$ cat config.mk
export PLATFORM = sky130hd
export DESIGN_NAME = mac_psum_accum
export DESIGN_NICKNAME = d
export VERILOG_FILES = /design/src/rtl/mac_psum_accum.sv
export SDC_FILE = /design/constraint.sdc
export NUM_CORES = 1
export LEC_CHECK = 0
export ABC_AREA = 1
export BUFFER_PORTS_ARGS = -buffer_cell sky130_fd_sc_hd__buf_2
export CAP_MARGIN = 30
export CORE_MARGIN = 2
export CORE_UTILIZATION = 56
export DETAILED_ROUTE_END_ITERATION = 8
export GPL_TIMING_DRIVEN = 0
export HOLD_SLACK_MARGIN = 0.05
export PLACE_DENSITY = 0.77
export REMOVE_ABC_BUFFERS = 1
export SYNTH_ARGS = -nofsm -noshare
export SYNTH_HDL_FRONTEND = slang
export SYNTH_SLANG_ARGS = --single-unit
$ cat constraint.sdc
create_clock -name clk -period 3.9 [get_ports clk]
set_input_delay 0.39 -clock clk [delete_from_list [all_inputs] [get_ports clk]]
set_output_delay 0.39 -clock clk [all_outputs]
set_load 0.03 [all_outputs]
$ cat src/rtl/mac_psum_accum.sv
// mac_psum_accum: sums length-counted runs of mac product pairs with saturation into a small output FIFO
module mac_psum_accum #(
  parameter int PROD_W = 16,
  parameter int ACC_W = 24,
  parameter int LEN_W = 10,
  parameter int FIFO_DEPTH = 4
) (
  input  logic               clk,
  input  logic               rst,
  input  logic [LEN_W-1:0]   len,
  input  logic               dv,
  input  logic [PROD_W-1:0]  data1,
  input  logic [PROD_W-1:0]  data2,
  output logic               psum_valid,
  input  logic               ready,
  output logic [ACC_W-1:0]   psum1,
  output logic [ACC_W-1:0]   psum2,
  output logic               sat1,
  output logic               sat2,
  output logic               ovf,
  output logic               busy
);
  localparam int AW = $clog2(FIFO_DEPTH);
  localparam logic [LEN_W-1:0] ONE = 1;
  typedef enum logic {IDLE, ACC} state_t;
  state_t state;
  logic [LEN_W-1:0] cnt, run_len, eff_len;
  logic [ACC_W-1:0] acc1, acc2, nacc1, nacc2;
  logic s1, s2, nsat1, nsat2, idle, push, pop, wr, full, empty;
  logic [ACC_W:0] r1, r2;
  logic [2*ACC_W+1:0] mem [FIFO_DEPTH];
  logic [2*ACC_W+1:0] head;
  logic [AW:0] wp, rp;
  // Returns {clamped, value}; one guard bit is enough to detect overflow of a single add.
  function automatic logic [ACC_W:0] satadd(input logic [ACC_W-1:0] a, input logic [PROD_W-1:0] p);
    logic [ACC_W:0] s;
    s = {a[ACC_W-1], a} + {{(ACC_W+1-PROD_W){p[PROD_W-1]}}, p};
    return (s[ACC_W] == s[ACC_W-1]) ? {1'b0, s[ACC_W-1:0]} :
           s[ACC_W] ? {2'b11, {(ACC_W-1){1'b0}}} : {2'b10, {(ACC_W-1){1'b1}}};
  endfunction
  always_comb begin
    idle = state == IDLE;
    eff_len = (len == '0) ? ONE : len;
    r1 = satadd(idle ? '0 : acc1, data1);
    r2 = satadd(idle ? '0 : acc2, data2);
    nacc1 = r1[ACC_W-1:0];
    nacc2 = r2[ACC_W-1:0];
    nsat1 = (!idle & s1) | r1[ACC_W];
    nsat2 = (!idle & s2) | r2[ACC_W];
    push = dv & (idle ? eff_len == ONE : cnt + ONE == run_len);
    empty = wp == rp;
    full = (wp ^ rp) == {1'b1, {AW{1'b0}}};
    pop = !empty & ready;
    wr = push & (!full | pop);
    head = mem[rp[AW-1:0]];
    psum_valid = !empty;
    {psum1, psum2, sat1, sat2} = empty ? '0 : head;
    busy = state == ACC;
  end
  always_ff @(posedge clk or posedge rst) begin
    if (rst) begin
      state <= IDLE;
      cnt <= '0;
      run_len <= '0;
      acc1 <= '0;
      acc2 <= '0;
      s1 <= 1'b0;
      s2 <= 1'b0;
    end else if (dv) begin
      acc1 <= nacc1;
      acc2 <= nacc2;
      s1 <= nsat1;
      s2 <= nsat2;
      cnt <= idle ? ONE : cnt + ONE;
      if (idle) run_len <= eff_len;
      state <= push ? IDLE : ACC;
    end
  end
  always_ff @(posedge clk or posedge rst) begin
    if (rst) begin
      wp <= '0;
      rp <= '0;
      ovf <= 1'b0;
    end else begin
      wp <= wp + {{AW{1'b0}}, wr};
      rp <= rp + {{AW{1'b0}}, pop};
      if (push & full & !pop) ovf <= 1'b1;
    end
  end
  always_ff @(posedge clk)
    if (wr) mem[wp[AW-1:0]] <= {nacc1, nacc2, nsat1, nsat2};
endmodule

==> flow_summary.ini <==
[routing]
drt-initial-drc-count = 909
ant_nets = 0
route.detailed.vias_per_inst = 5.36
dr.pass1.iters = 7
routed_wl_microns = 36100
num_vias = 12100
wl_per_cell_microns = 16.0
drc = 0

[sta]
rsz0062_at_grt = false
fin_crit_sh_pct = 94.2
hold_violations = 0
min_period_ns = 3.67
fmax_ghz = 0.272
holdWs_ns = 0.0636
worst_pin_slew_ns = 0.909
slew_viol_final = 0
max_slew_margin_pct = 39.3
finalSetupViolCount = 0
final.setup_skew_ns = 0.0261

[layout]
fin_util_pct = 64.7
drive_gt1_share_pct = 15.5
final_cells = 2258
nNetsFinal = 1969
area_growth_pct = 13.2
antennaDiodeCount = 0
final_common_cell = nand2_1
layout_common_cells = nand2_1, nor2_1, inv_1
design_area_sq_um = 17500

[critical_path]
r2r_cells = 19
r2r_start = busy$_DFFE_PP0P_
cp-endpoint = acc2[2]$_DFFE_PP0P_
cp_data_arrival_time_ns = 4.10
r2r_setup_slack_ns = 0.23
crit_start = busy$_DFFE_PP0P_
path_class = reg2reg
endpoint_kind = flip-flop
rr_endpoint = acc2[2]$_DFFE_PP0P_
cp-start-kind = flip-flop
cp.required_ns = 4.32
path_max_fanout = 32

[floorplan]
die_w_microns = 170
io_pins = 99
start_util_pct = 57.2
die_h_microns = 170
dieArea_sq_um = 29000
rows = 60
core_sq_um = 27100

[placement]
dp.cells = 2189
dp_hpwl_microns = 23800
io_buffers = 98
gp_congestion = 0.940
place_area_sq_um = 16400

[synth]
ys_top_cells_by_area = edfxtp_1, dfrtp_1, nand2_1
async_reset_ff_share_pct = 28.1
synth_enable_flop_cells = 200
synth_cell_type_count = 45
synth.avg_cell_area_sq_um = 8.74
synth_flop_cell = edfxtp_1
ys_seq_elements = 278
yosys_warnings = 0
synth.largest_area_cell = edfxtp_1
netlist_area_sq_um = 15500
yosysTopAreaCellShare_pct = 38.8
synthesis.instances = 1773
synth_sequential_area_ratio_pct = 51.3

[clock_tree]
cts_made_buffers = 28
clock_latency_ns = 0.56
cts.clk_slew.worst_paths_ns = 0.07
clock_sinks = 278
clock-root-buffer = clkbuf_16
clk_path_buf_depth = 3
cts-htree-levels = 1
cts_tree = yes

[global_routing]
grt_pass1_wl_microns = 58000
overflow = 0
grt_use_total_pct = 25.2
grt_pass1_vias = 11500
grt_max_degree = 91
antenna_found_initial = 0

[run_status]
status = complete, no violations

[min_path]
hold_path.class = in2reg
hp-start = len[3]

[run]
drv_cap = 0
-- cells in the mapped netlist, types with 6 or more instances --
library cell and n:
nor3_1 9, o21ai_0 96, o21ai_1 8, nand4_1 15, inv_2 9, clkbuf_1 50
nand2_2 32, o32ai_1 50, nand3_1 63, nand2_1 492, o22ai_1 10, a21oi_1 64
inv_1 207, nor2_1 212, nor2_2 6, nand3b_1 9, dfrtp_1 78, nand2_4 41
xor2_1 9, edfxtp_1 200, ha_1 57
-- routing by layer --
layer / vias up / global-route usage (%) / routed length, microns
met4: 0 / 6.84 / 764
met5: - / 0 / 0
met1: 5689 / 34.2 / 16300
li1: 6034 / - / -
met3: 57 / 2.44 / 1720
met2: 319 / 43.6 / 17300
-- worst min-delay path by stage --
stage | end | slack [ns] | cells after the start
after floorplan | acc1[10]$_DFFE_PP0P_ | 0.45 | 2
after global placement | ovf$_DFFE_PP0P_ | 0.44 | 2
after detailed placement | acc1[18]$_DFFE_PP0P_ | 0.42 | 2
after CTS | run_len[3]$_DFFE_PP0P_ | 0.05 | 3
after global routing | run_len[7]$_DFFE_PP0P_ | 0.08 | 3
final | run_len[3]$_DFFE_PP0P_ | 0.06 | 3
-- area by class of cell --
| type | count | area (sq um) |
|---|---|---|
| Fill cell | 2259 | 9560 |
| Sequential cell | 278 | 7970 |
| Multi-Input combinational cell | 1214 | 6470 |
| Timing Repair Buffer | 125 | 901 |
| Inverter | 217 | 827 |
| Clock buffer | 35 | 758 |
| Tap cell | 372 | 465 |
| Clock inverter | 17 | 149 |
-- registers in the layout, summed over array words and instances (netlist names), 3 cells and up --
signal   count
mem        200
acc1        24
acc2        24
cnt         10
run_len     10
rp           3
wp           3
-- kinds of logic after synthesis --
kind of cell | count (synthesis) | synth area share [%]
AO/OA/AOI/OAI | 239 | 9.23
XOR/XNOR | 12 | 0.678
adder cells (fa/ha/maj) | 59 | 4.86
buffers and inverters | 283 | 7.57
flip-flops | 278 | 51.3
AND/OR/NAND/NOR | 902 | 26.3
-- worst max-delay path, stage by stage (launching register included) --
cell	delay, ns
dfrtp_4	0.57
buf_12	0.21
nand2_1	0.08
inv_1	0.04
ha_1	0.23
fa_1	0.42
nand3_1	0.10
nand2_2	0.11
nand2_1	0.12
nand2_2	0.09
nand3_2	0.09
nand4_2	0.23
nand2_1	0.23
ha_4	0.26
buf_4	0.15
nand3_4	0.06
buf_12	0.19
nand2_1	0.15
nand2_1	0.09
nand2_1	0.08
-- repair_timing --
item	4_1_cts	5_1_grt
resized for setup	8	5
setup endpoints to repair	240	226
pin swaps	3	0
hold endpoints to repair	25	0
hold buffers	2	0
setup buffers	11	2
cloned	2	0
-- metrics by stage --
step                setup WS, ns   TNS, ns
global placement           -4.78  -1408.70
finish                     0.225         0
CTS                      0.00207         0
floorplan                  -1.61   -336.37
global route             0.00958         0
detailed placement        -0.683   -124.01
Power is left out: the tool's default activity adds up to more than one toggle a clock period on the data nets, which glitch-free logic cannot reach.
